## src/rtl/reg_file.sv

```systemverilog
// 16 x 16-bit register file: combinational read and accumulator ports, one general write port, and a dedicated iszero write port.
// R0 reads as zero. Defining REG_FILE_DBG_EN adds an independent combinational debug read port (dbg_ra/dbg_data).
module reg_file #(
    parameter int DATA_W     = 16,
    parameter int ADDR_W     = 4,
    parameter int ACC_IDX    = 1,
    parameter int ISZERO_IDX = 3
) (
    input  logic              clock,
    input  logic              reset,
    input  logic [ADDR_W-1:0] ra,
    input  logic [ADDR_W-1:0] wa,
    input  logic [DATA_W-1:0] write_data,
    input  logic              reg_write,
    input  logic [DATA_W-1:0] iszero_data,
    input  logic              iszero_write,
`ifdef REG_FILE_DBG_EN
    input  logic [ADDR_W-1:0] dbg_ra,
    output logic [DATA_W-1:0] dbg_data,
`endif
    output logic [DATA_W-1:0] acc_data,
    output logic [DATA_W-1:0] read_data
);

    localparam int DEPTH = 2 ** ADDR_W;
    localparam logic [ADDR_W-1:0] ZERO_A   = {ADDR_W{1'b0}};
    localparam logic [ADDR_W-1:0] ISZERO_A = ADDR_W'(ISZERO_IDX);

    logic [DATA_W-1:0] regs_q [DEPTH];
    logic [DATA_W-1:0] regs_d [DEPTH];

    // Next-state: the general port can never reach R0 or the iszero register, so both writes can land together.
    always_comb begin
        regs_d = regs_q;
        if (reg_write && (wa != ZERO_A) && (wa != ISZERO_A)) begin
            regs_d[wa] = write_data;
        end else begin
            regs_d[ISZERO_IDX] = regs_q[ISZERO_IDX];
        end
        if (iszero_write) begin
            regs_d[ISZERO_IDX] = iszero_data;
        end else begin
            regs_d[0] = {DATA_W{1'b0}};
        end
        regs_d[0] = {DATA_W{1'b0}};
    end

    // Storage; reset overrides any write pending on the same edge.
    always_ff @(posedge clock or posedge reset) begin
        if (reset) begin
            for (int i = 0; i < DEPTH; i++) begin
                regs_q[i] <= {DATA_W{1'b0}};
            end
        end else begin
            regs_q <= regs_d;
        end
    end

    // Combinational read ports straight from stored state.
    always_comb begin
        read_data = (ra == ZERO_A) ? {DATA_W{1'b0}} : regs_q[ra];
        acc_data  = regs_q[ACC_IDX];
    end

`ifdef REG_FILE_DBG_EN
    // Independent debug read port with the same R0 rule.
    always_comb begin
        dbg_data = (dbg_ra == ZERO_A) ? {DATA_W{1'b0}} : regs_q[dbg_ra];
    end
`endif

endmodule

```

## config.mk

```make
export PLATFORM = sky130hd
export DESIGN_NAME = reg_file
export DESIGN_NICKNAME = d
export VERILOG_FILES = /design/src/rtl/reg_file.sv
export SDC_FILE = /design/constraint.sdc
export NUM_CORES = 1
export LEC_CHECK = 0
export BUFFER_PORTS_ARGS = -buffer_cell sky130_fd_sc_hd__buf_2
export CORE_MARGIN = 5
export CORE_UTILIZATION = 55
export DETAILED_ROUTE_END_ITERATION = 6
export PLACE_DENSITY_LB_ADDON = 0.15
export SETUP_SLACK_MARGIN = 0.5
export SLEW_MARGIN = 0
export SYNTH_ARGS = -nofsm -noshare
export SYNTH_HDL_FRONTEND = slang
export SYNTH_SLANG_ARGS = --single-unit
export TNS_END_PERCENT = 100
```

## constraint.sdc

```tcl
create_clock -name clock -period 16.4 [get_ports clock]
set_input_delay 0 -clock clock [delete_from_list [all_inputs] [get_ports clock]]
set_output_delay 0 -clock clock [all_outputs]
set_load 0.02 [all_outputs]
```

==> impl_metrics.yaml, run 1 <==
outcome:
  status: "finished, final reports clean"
place:
  dpl.hpwl_um: 15600
  portBuffers: 75
  dp.cells: 999
  gp_congestion: 0.791
  place_worst_setup_slack_ns: 13.94
  place_area_um2: 11500
timing:
  finalSetupViolCount: 0
  finalMaxSlewViolations: 0
  skew_ns: 0
  post-route-period-util: 0.148
  fmax_mhz: 411
  holdWs_ns: 0.0155
  slew_headroom: 0.179
  rsz0062_at_grt: "false"
  tns_ns: 0
  hold_violations: 0
  period_minus_slack_ns: 2.44
  worst_slack_ns: 13.96
  tightest_slew_ns: 1.23
power:
  power.density_nw_per_um2: 133
  p_leak_nw: 5.50
  ir_worst_vdd_v: 0.0000671
  p_total_mw: 1.68
critical_path:
  r2r-end: "acc_data[2]"
  crit_family: "simple AND/OR/NAND/NOR gates"
  reg2reg_slack_ns: 15.57
  worstPathCellList: "buf_2 -> buf_4 -> nor2b_1 -> a221oi_1 -> nor3_1 -> buf_2"
  cp_common_cell: "buf_2"
  cp_slowest_stage_delay_ns: 1.03
  worstRegToRegCells: 1
  cp_max_fo: 40
  crit_path_start_kind: "primary input"
  cp.required_ns: 16.40
  arrival_ns: 2.44
  worst-setup-path-type: "in -> out"
  r2r_start: "acc_data[2]"
  crit_slowest_cell: "nor2b_1"
  setup.worst_path.end_class: "output pin"
  critical_path_buf_inv_count: 3
min_path:
  hold_start: "iszero_write"
  hold_end: "regs_q[204]"
  min_path_type: "in -> reg"
  worstHoldPathCells: 2
logic_synthesis:
  ys_top_cells_by_area: "dfrtp_1 (54%), mux2_2 (24%), mux4_2 (9.8%)"
  yosysSeqAreaShare: 0.542
  syn_inst: 717
  synth_edf_count: 0
  ys.flop_type: "dfrtp_1"
  ys_warn_count: 0
  postSynthAreaPerCell_um2: 15.5
  async_flop_share: 1.00
  synth_nets: 761
  synth_top_area_cell: "dfrtp_1"
  synth_top_cell_area_share: 0.542
  syn_area_um2: 11100
  ys_ff_latch: 240
  ys_types: 27
die:
  start_util: 0.553
  rows: 52
  fp.dieH_um: 152
  die-area_um2: 23100
  coreArea_um2: 20000
  die-width_um: 152
  io_pins: 76
global_route:
  antenna_found_initial: 1
  grt_pass1_wl_um: 40600
  grt_pass1_vias: 7077
  grtUsageTotal: 0.218
  grt_overflow: 0
  grt_max_degree: 156
finish:
  drive_gt1_frac: 0.533
  layout.cells.non_filler: 1078
  area_delta_synth_final_pct: 14.2
  stdcell_area_um2: 12700
  n_antenna_cell: 0
  post-route-util: 0.632
  num-nets-final: 834
clocking:
  ctsHoldBuffers: 33
  cts.clk_slew.worst_paths_ns: 0.06
  htreeDepth: 1
  numCtsBuffers: 26
  cts_sinks: 240
  cts_tree: "built"
  post_cts_buffers: 0
  cts-resized-gates: 0
  clk_latency_ns: 0.52
  ctsRootBufferMaster: "clkbuf_16"
  clockBufferDepth: 3
routing:
  wire_per_inst_um: 23.3
  antenna_left: 0
  vias: 6469
  first_pass_iters: 4
  drt_iter0_drc: 317
  via_per_inst: 6.00
  routed_wl_um: 25100
  drc_errors: 0
flow_run:
  drv_cap: 0
==> cells in the final DEF (no fill, tap or decap) <==
cell type / netlist / final
clkinv_2: 0 / 4
mux2_1: 8 / 8
or3_1: 3 / 3
nor2b_1: 17 / 17
clkbuf_8: 0 / 9
inv_8: 0 / 1
or3b_1: 1 / 1
a221oi_1: 16 / 16
or2_2: 2 / 2
mux2_4: 10 / 10
mux4_2: 48 / 48
nand3b_1: 2 / 2
nand3_1: 1 / 1
o22ai_1: 3 / 3
mux2_2: 238 / 238
buf_2: 27 / 74
and2_1: 1 / 1
nand2_1: 4 / 4
nor2_1: 8 / 8
clkbuf_1: 25 / 6
nor3_1: 3 / 3
dfrtp_1: 240 / 240
a22oi_1: 13 / 13
buf_4: 20 / 14
dlygate4sd3_1: 0 / 33
o31ai_1: 13 / 13
nand2b_1: 5 / 5
clkbuf_16: 0 / 27
nor3_2: 4 / 4
==> power breakdown <==
part	leakage [nW]	total [mW]	internal [mW]	switching, mW
registers	2.93	0.794	0.725	0.0684
clock network	0.420	0.566	0.340	0.226
logic	2.14	0.320	0.187	0.132
total	5.50	1.68	1.25	0.427
==> kinds of logic (layout without fill, tap and decap cells) <==
| family | Yosys count | after routing | share of synthesized area |
|---|---|---|---|
| AOI/OAI and AO/OA | 45 | 45 | 0.0319 |
| DFF | 240 | 240 | 0.542 |
| buffers and inverters | 77 | 168 | 0.0379 |
| and+or+nand+nor | 51 | 51 | 0.0274 |
| muxes | 304 | 304 | 0.361 |
==> area by class of cell <==
| cell class | instances | area, um2 |
|---|---|---|
| clock buffer | 42 | 822 |
| clock inverter | 4 | 20.0 |
| fill | 1491 | 7380 |
| inverter | 1 | 11.3 |
| multi-input combinational | 400 | 4660 |
| sequential | 240 | 6010 |
| tap | 270 | 338 |
| timing repair buffer | 121 | 806 |
==> metal layers <==
metal | GRT usage | wire (um) | vias to the layer above
li1 | - | - | 2797
met1 | 0.311 | 11000 | 3488
met2 | 0.360 | 12300 | 155
met3 | 0.0421 | 1550 | 27
met4 | 0.0368 | 247 | 2
met5 | 0 | 7 | -
==> sequential cells by signal, indices dropped and copies added (netlist names) <==
| name | flops |
|---|---|
| acc_data | 16 |
| regs_q | 224 |
==> synth_stat cells (3+ instances only) <==
master / instances
nor2_1: 8
or3_1: 3
nor2b_1: 17
mux2_4: 10
nand2_1: 4
clkbuf_1: 25
mux2_2: 238
o31ai_1: 13
buf_6: 3
buf_2: 27
buf_4: 20
nor3_1: 3
nand2b_1: 5
mux4_2: 48
mux2_1: 8
a22oi_1: 13
nor3_2: 4
dfrtp_1: 240
a221oi_1: 16
o22ai_1: 3
==> worst max path at each step <==
stage,cells past startpoint,startpoint,to
final,6,ra[2],read_data[4]
after floorplan,1,reset,acc_data[0]
after global placement,6,ra[2],read_data[12]
after detailed placement,6,ra[2],read_data[12]
after global routing,6,ra[2],read_data[4]
after CTS,6,ra[2],read_data[12]
Power figures use the tool's default switching activity.
==> run 2, diff against run 1 <==
--- a/config.mk
+++ b/config.mk
@@ -5,6 +5,7 @@
 export SDC_FILE = /design/constraint.sdc
 export NUM_CORES = 1
 export LEC_CHECK = 0
+export ABC_AREA = 1
 export BUFFER_PORTS_ARGS = -buffer_cell sky130_fd_sc_hd__buf_2
 export CORE_MARGIN = 5
 export CORE_UTILIZATION = 55
==> constraint.sdc (replaced) <==
create_clock -name clock -period 2.4 [get_ports clock]
set_input_delay 0 -clock clock [delete_from_list [all_inputs] [get_ports clock]]
set_output_delay 0 -clock clock [all_outputs]
set_load 0.02 [all_outputs]
==> run 2 against run 1 <==
Via count up 66%. Largest cell class unchanged. Flip-flop and latch count unchanged. Setup slack worse by 13 ns. Register-to-register slack worse by 14 ns. Clock skew unchanged. Combinational power rose to 7.5 times the previous value.
==> impl_metrics.yaml, run 2 <==
die:
  die-width_um: 155
  start_util: 0.555
  rows: 53
  fp.dieH_um: 155
  coreArea_um2: 21000
  io_pins: 76
  die-area_um2: 24200
global_route:
  antenna_found_initial: 1
  grt_pass1_vias: 10030
  grt_overflow: 0
  grt_max_degree: 73
  grtUsageTotal: 0.308
  grt_pass1_wl_um: 57700
critical_path:
  crit_path_start_kind: "register"
  arrival_ns: 1.78
  reg2reg_slack_ns: 1.13
  worstRegToRegCells: 3
  crit_slowest_cell: "dfrtp_1"
  crit_end: "read_data[1]"
  worstPathCellList: "inv_1 -> nand2_1 -> nand3_1 -> nand2_1 -> nand2_1 -> nand2_1 -> inv_1 -> nand2_1 -> buf_2"
  r2r_start: "regs_q[193]"
  cp_max_fo: 2
  crit_start: "regs_q[193]"
  worst-setup-path-type: "reg -> out"
  r2r-end: "regs_q[193]"
  cp_slowest_stage_delay_ns: 0.36
  setup.worst_path.end_class: "output pin"
  cp.required_ns: 2.40
  cp_common_cell: "nand2_1"
timing:
  rsz0062_at_grt: "true"
  post-route-period-util: 0.743
  fmax_mhz: 561
  finalSetupViolCount: 0
  period_minus_slack_ns: 1.78
  slew_headroom: 0.462
  hold_violations: 0
  tightest_slew_ns: 0.806
  finalMaxSlewViolations: 0
  skew_ns: 0
finish:
  drive_gt1_frac: 0.103
  n_fill_cell: 1852
  final_cell_mix: "nand2_1 (587), dfrtp_1 (240), o21ai_0 (153)"
  regMostFlops: "regs_q"
  final_common_cell: "nand2_1"
  largest_reg_flops: 224
  area_delta_synth_final_pct: 17.3
  layout.cells.non_filler: 1941
  num-nets-final: 1690
  stdcell_area_um2: 13600
clocking:
  numCtsBuffers: 26
  cts.clk_slew.worst_paths_ns: 0.06
  clk_latency_ns: 0.53
  post_cts_buffers: 0
  ctsRootBufferMaster: "clkbuf_16"
  cts_sinks: 240
  cts_tree: "built"
  clockBufferDepth: 3
  htreeDepth: 1
logic_synthesis:
  ys_ff_latch: 240
  syn_area_um2: 11600
  synth_top_area_cell: "dfrtp_1"
  ys_types: 20
  yosysMostFrequentCell: "nand2_1"
  synth_top_cell_area_share: 0.516
  async_flop_share: 1.00
  synth_nets: 1596
  ys_top_cells_by_area: "dfrtp_1 (52%), nand2_1 (19%), o21ai_0 (6.6%)"
  ys_warn_count: 0
  synthTopCellsByCount: "nand2_1 (587), dfrtp_1 (240), o21ai_0 (153)"
  yosysSeqAreaShare: 0.516
  syn_inst: 1552
  ys.flop_type: "dfrtp_1"
  postSynthAreaPerCell_um2: 7.49
  synth_edf_count: 0
power:
  power.density_nw_per_um2: 877
  ir_worst_vdd_v: 0.000625
  p_leak_nw: 6.89
place:
  place_area_um2: 12100
  gp_congestion: 0.960
  portBuffers: 75
  dpl.hpwl_um: 23800
  dp.cells: 1832
outcome:
  status: "finished, final reports clean"
routing:
  first_pass_iters: 6
  drc_errors: 0
  drt_iter0_drc: 1170
  antenna_left: 0
  via_per_inst: 5.52
  routed_wl_um: 37400
  wire_per_inst_um: 19.3
  vias: 10709
min_path:
  min_path_type: "in -> reg"
flow_run:
  drv_cap: 0
==> run 2: cell count changes in the layout (fill, tap and decap cells not counted), moves of 17 or more <==
cell	change
nand2_1	+583
clkinv_1	+18
nor2_1	+62
o21ai_0	+153
inv_1	+148
dlygate4sd3_1	+27
mux2_2	-238
a21oi_1	+73
nor2b_1	-17
mux4_2	-48
nand3_1	+111
o21ai_1	+23
==> run 2: power by group <==
part,switching [mW],internal (mW)
clock network,1.62,2.53
logic,1.54,0.867
registers,0.477,4.92
==> run 2: through the flow <==
stage / hold slack [ns] / utilization / setup TNS (ns) / setup slack (ns) / power, mW
floorplan: 0.107 / - / -179.48 / -0.748 / 7.01
finish: 0.0270 / 0.651 / 0 / 0.618 / 12.0
global placement: 0.0990 / 0.579 / 0 / 0.642 / 7.63
detailed placement: 0.110 / 0.579 / 0 / 0.622 / 7.71
global route: 0.0575 / 0.651 / 0 / 0.500 / 12.6
CTS: 0.000621 / 0.650 / 0 / 0.610 / 11.9
==> run 2: cell type report <==
class / instances / area, um2 / share of cell area
inverters: 169 / 639 / 0.0469
well taps: 275 / 344 / 0.0252
clock inverters: 8 / 120 / 0.00881
diodes: 1 / 2.50 / 0.000183
multi-input cells: 1039 / 4440 / 0.325
repair buffers: 170 / 1320 / 0.0968
flip-flops and latches: 240 / 6010 / 0.440
clock buffers: 39 / 771 / 0.0565
==> run 2: worst min path at each step <==
stage	from	end	slack, ns	cells past startpoint
2_1_floorplan	iszero_write	regs_q[206]	0.11	1
3_3_place_gp	reset	regs_q[164]	0.1	2
3_5_place_dp	reset	regs_q[164]	0.11	2
4_1_cts	iszero_write	regs_q[192]	0.0006	2
5_1_grt	iszero_write	regs_q[192]	0.06	2
6_report	iszero_write	regs_q[192]	0.03	2
==> run 2: cells by family (layout without fill, tap and decap cells) <==
logic type,count (synthesis),after routing,share of synthesized area
buffers and inverters,274,386,0.104
AND/OR/NAND/NOR,789,790,0.273
flip-flops,240,240,0.516
AO/OA/AOI/OAI,249,249,0.107
other,0,1,0
==> run 2: worst max-delay path, delay by kind of cell, from the launching register on <==
family / cells / cell delay (ns)
DFF: 1 / 0.36
buffers and inverters: 3 / 0.33
and+or+nand+nor: 6 / 0.57
==> run 2: metal layers <==
layer	GRT usage	share of wire	vias to the layer above
li1	-	-	5003
met1	0.433	0.41	5071
met2	0.464	0.44	544
met3	0.0759	0.10	91
met4	0.122	0.045	0
met5	0	0	-
==> run 2: what timing repair did <==
| action | in CTS | in global routing |
|---|---|---|
| resized for setup | 0 | 2 |
| hold endpoints to repair | 250 | 0 |
| hold buffers | 60 | 0 |
| endpoints found under the setup margin | 0 | 6 |
==> run 3, diff against run 2 <==
--- a/config.mk
+++ b/config.mk
@@ -5,7 +5,7 @@
 export SDC_FILE = /design/constraint.sdc
 export NUM_CORES = 1
 export LEC_CHECK = 0
-export ABC_AREA = 1
+export ABC_AREA = 0
 export BUFFER_PORTS_ARGS = -buffer_cell sky130_fd_sc_hd__buf_2
 export CORE_MARGIN = 5
 export CORE_UTILIZATION = 55
==> constraint.sdc (replaced) <==
create_clock -name clock -period 1.5 [get_ports clock]
set_input_delay 0 -clock clock [delete_from_list [all_inputs] [get_ports clock]]
set_output_delay 0 -clock clock [all_outputs]
set_load 0.02 [all_outputs]
==> run 3 against run 2 <==
Power up 66%. Critical endpoint is now read_data[2]. Global-route usage down 7.0 points. Largest cell class unchanged. Setup slack worse by 1.1 ns. Cell area up 6.2%. The flow now finishes with violations (negative setup slack). Register-to-register slack worse by 0.53 ns. Highest routed layer unchanged. Cell count down 42%. Utilization up 7.2 points. Die area down 4.4%. Clock power up 52%.
==> impl_metrics.yaml, run 3 (synthesized netlist as in run 1, its figures left out) <==
critical_path:
  arrival_ns: 2.00
  setup.worst_path.end_class: "output pin"
  worst-setup-path-type: "reg -> out"
  r2r_start: "acc_data[4]"
  cp.required_ns: 1.50
  crit_path_start_kind: "register"
  crit_start: "regs_q[34]"
  cp_max_fo: 2
global_route:
  grtUsageTotal: 0.238
  grt_max_degree: 69
  grt_pass1_wl_um: 44100
  grt_overflow: 0
  antenna_found_initial: 0
  grt_pass1_vias: 7685
clocking:
  clockBufferDepth: 3
  clk_latency_ns: 0.52
  ctsRootBufferMaster: "clkbuf_16"
  cts_sinks: 240
  numCtsBuffers: 26
  cts.clk_slew.worst_paths_ns: 0.06
  htreeDepth: 1
  cts_tree: "built"
timing:
  hold_violations: 0
  finalSetupViolCount: 16
  rsz0062_at_grt: "true"
  fmax_mhz: 499
  post-route-period-util: 1.34
  tightest_slew_ns: 0.438
  finalMaxSlewViolations: 0
  skew_ns: 0
  slew_headroom: 0.708
  period_minus_slack_ns: 2.00
  worst_slack_ns: -0.503
finish:
  n_antenna_cell: 0
  final_cell_mix: "dfrtp_1 (240), mux2_4 (128), mux2_2 (128)"
  num-nets-final: 885
  post-route-util: 0.723
  multi_input_area_um2: 5530
  largest_reg_flops: 224
  final_common_cell: "dfrtp_1"
  stdcell_area_um2: 14500
  area_delta_synth_final_pct: 30.7
  drive_gt1_frac: 0.626
  regArea_um2: 6010
  n_fill_cell: 1299
  regMostFlops: "regs_q"
routing:
  drc_errors: 0
  routed_wl_um: 27100
  first_pass_iters: 4
  wire_per_inst_um: 24.0
  vias: 6697
  drt_iter0_drc: 310
  via_per_inst: 5.93
  antenna_left: 0
place:
  gp_congestion: 0.822
  place_worst_setup_slack_ns: 0.00608
  dpl.hpwl_um: 18000
  portBuffers: 75
  place_area_um2: 13000
power:
  ir_worst_vdd_v: 0.00101
  p_leak_nw: 6.37
  power.density_nw_per_um2: 1370
die:
  rows: 52
  die-area_um2: 23100
  coreArea_um2: 20000
  fp.dieH_um: 152
  start_util: 0.553
  die-width_um: 152
  io_pins: 76
outcome:
  status: "finished with violations"
  violations: "negative setup slack"
min_path:
  hold_start: "iszero_write"
  min_path_type: "in -> reg"
flow_run:
  drv_cap: 0
run 3: cell types whose count changed in the layout (fill, tap and decap cells not counted), sizes merged, moves of 48 or more:
cell / change
a21oi: -73
o21ai: -176
mux4: +48
nand2: -583
nor2: -74
inv: -149
nand3: -117
mux2: +256
run 3: area by class of cell:
class                           instances  area share
Timing Repair Buffer                  172       0.120
Clock inverter                          4     0.00311
Inverter                                1    0.000518
Tap cell                              270      0.0233
Multi-Input combinational cell        400       0.382
Clock buffer                           42      0.0561
Sequential cell                       240       0.415
run 3: final timing paths:
path / end / slack, ns / cells after the start
worst max-delay path: read_data[2] / -0.50 / 4
worst min-delay path: regs_q[200] / 0.04 / 2
worst max register to register: acc_data[4] / 0.60 / 2
worst min register to register: regs_q[123] / 0.50 / 1
max in group asynchronous: acc_data[12] / 0.91 / 4
min in group asynchronous: regs_q[50] / 0.24 / 4
run 3: metal layers:
layer  share of wire  track usage  up-vias
met5               0            0        -
met4           0.026       0.0548        0
met3           0.042       0.0319       37
met2            0.52        0.419      150
met1            0.41        0.318     3597
li1                -            -     2913
run 3: worst max-delay path: stages (launching register included):
cell     delay (ns)
dfrtp_1        0.39
mux4_2         0.46
a22oi_2        0.32
o31ai_4        0.13
buf_2          0.18
run 3: through the flow:
step | hold WS, ns | power (mW) | std cells | setup TNS [ns]
detailed placement | -0.0117 | 13.2 | 1040 | 0
global placement | -0.0133 | 13.0 | 1040 | 0
finish | 0.0406 | 19.9 | 1129 | -6.30
floorplan | 0.148 | 12.1 | 717 | -395.48
global route | 0.0415 | 20.7 | 1129 | -7.15
CTS | 0.0211 | 20.0 | 1125 | -6.76
run 3: report_power, final:
part	switching [mW]	leakage [nW]	internal, mW	total [mW]
clock	2.47	0.424	3.84	6.31
sequential	0.871	2.93	7.93	8.80
combinational	1.75	3.01	3.01	4.77
total	5.09	6.37	14.8	19.9
run 3: what timing repair did:
item	4_1_cts	5_1_grt
pin swaps	4	3
hold endpoints to repair	474	0
buffers inserted	5	4
setup endpoints to repair	32	38
cloned	0	0
hold buffers	34	0
resized for setup	55	14
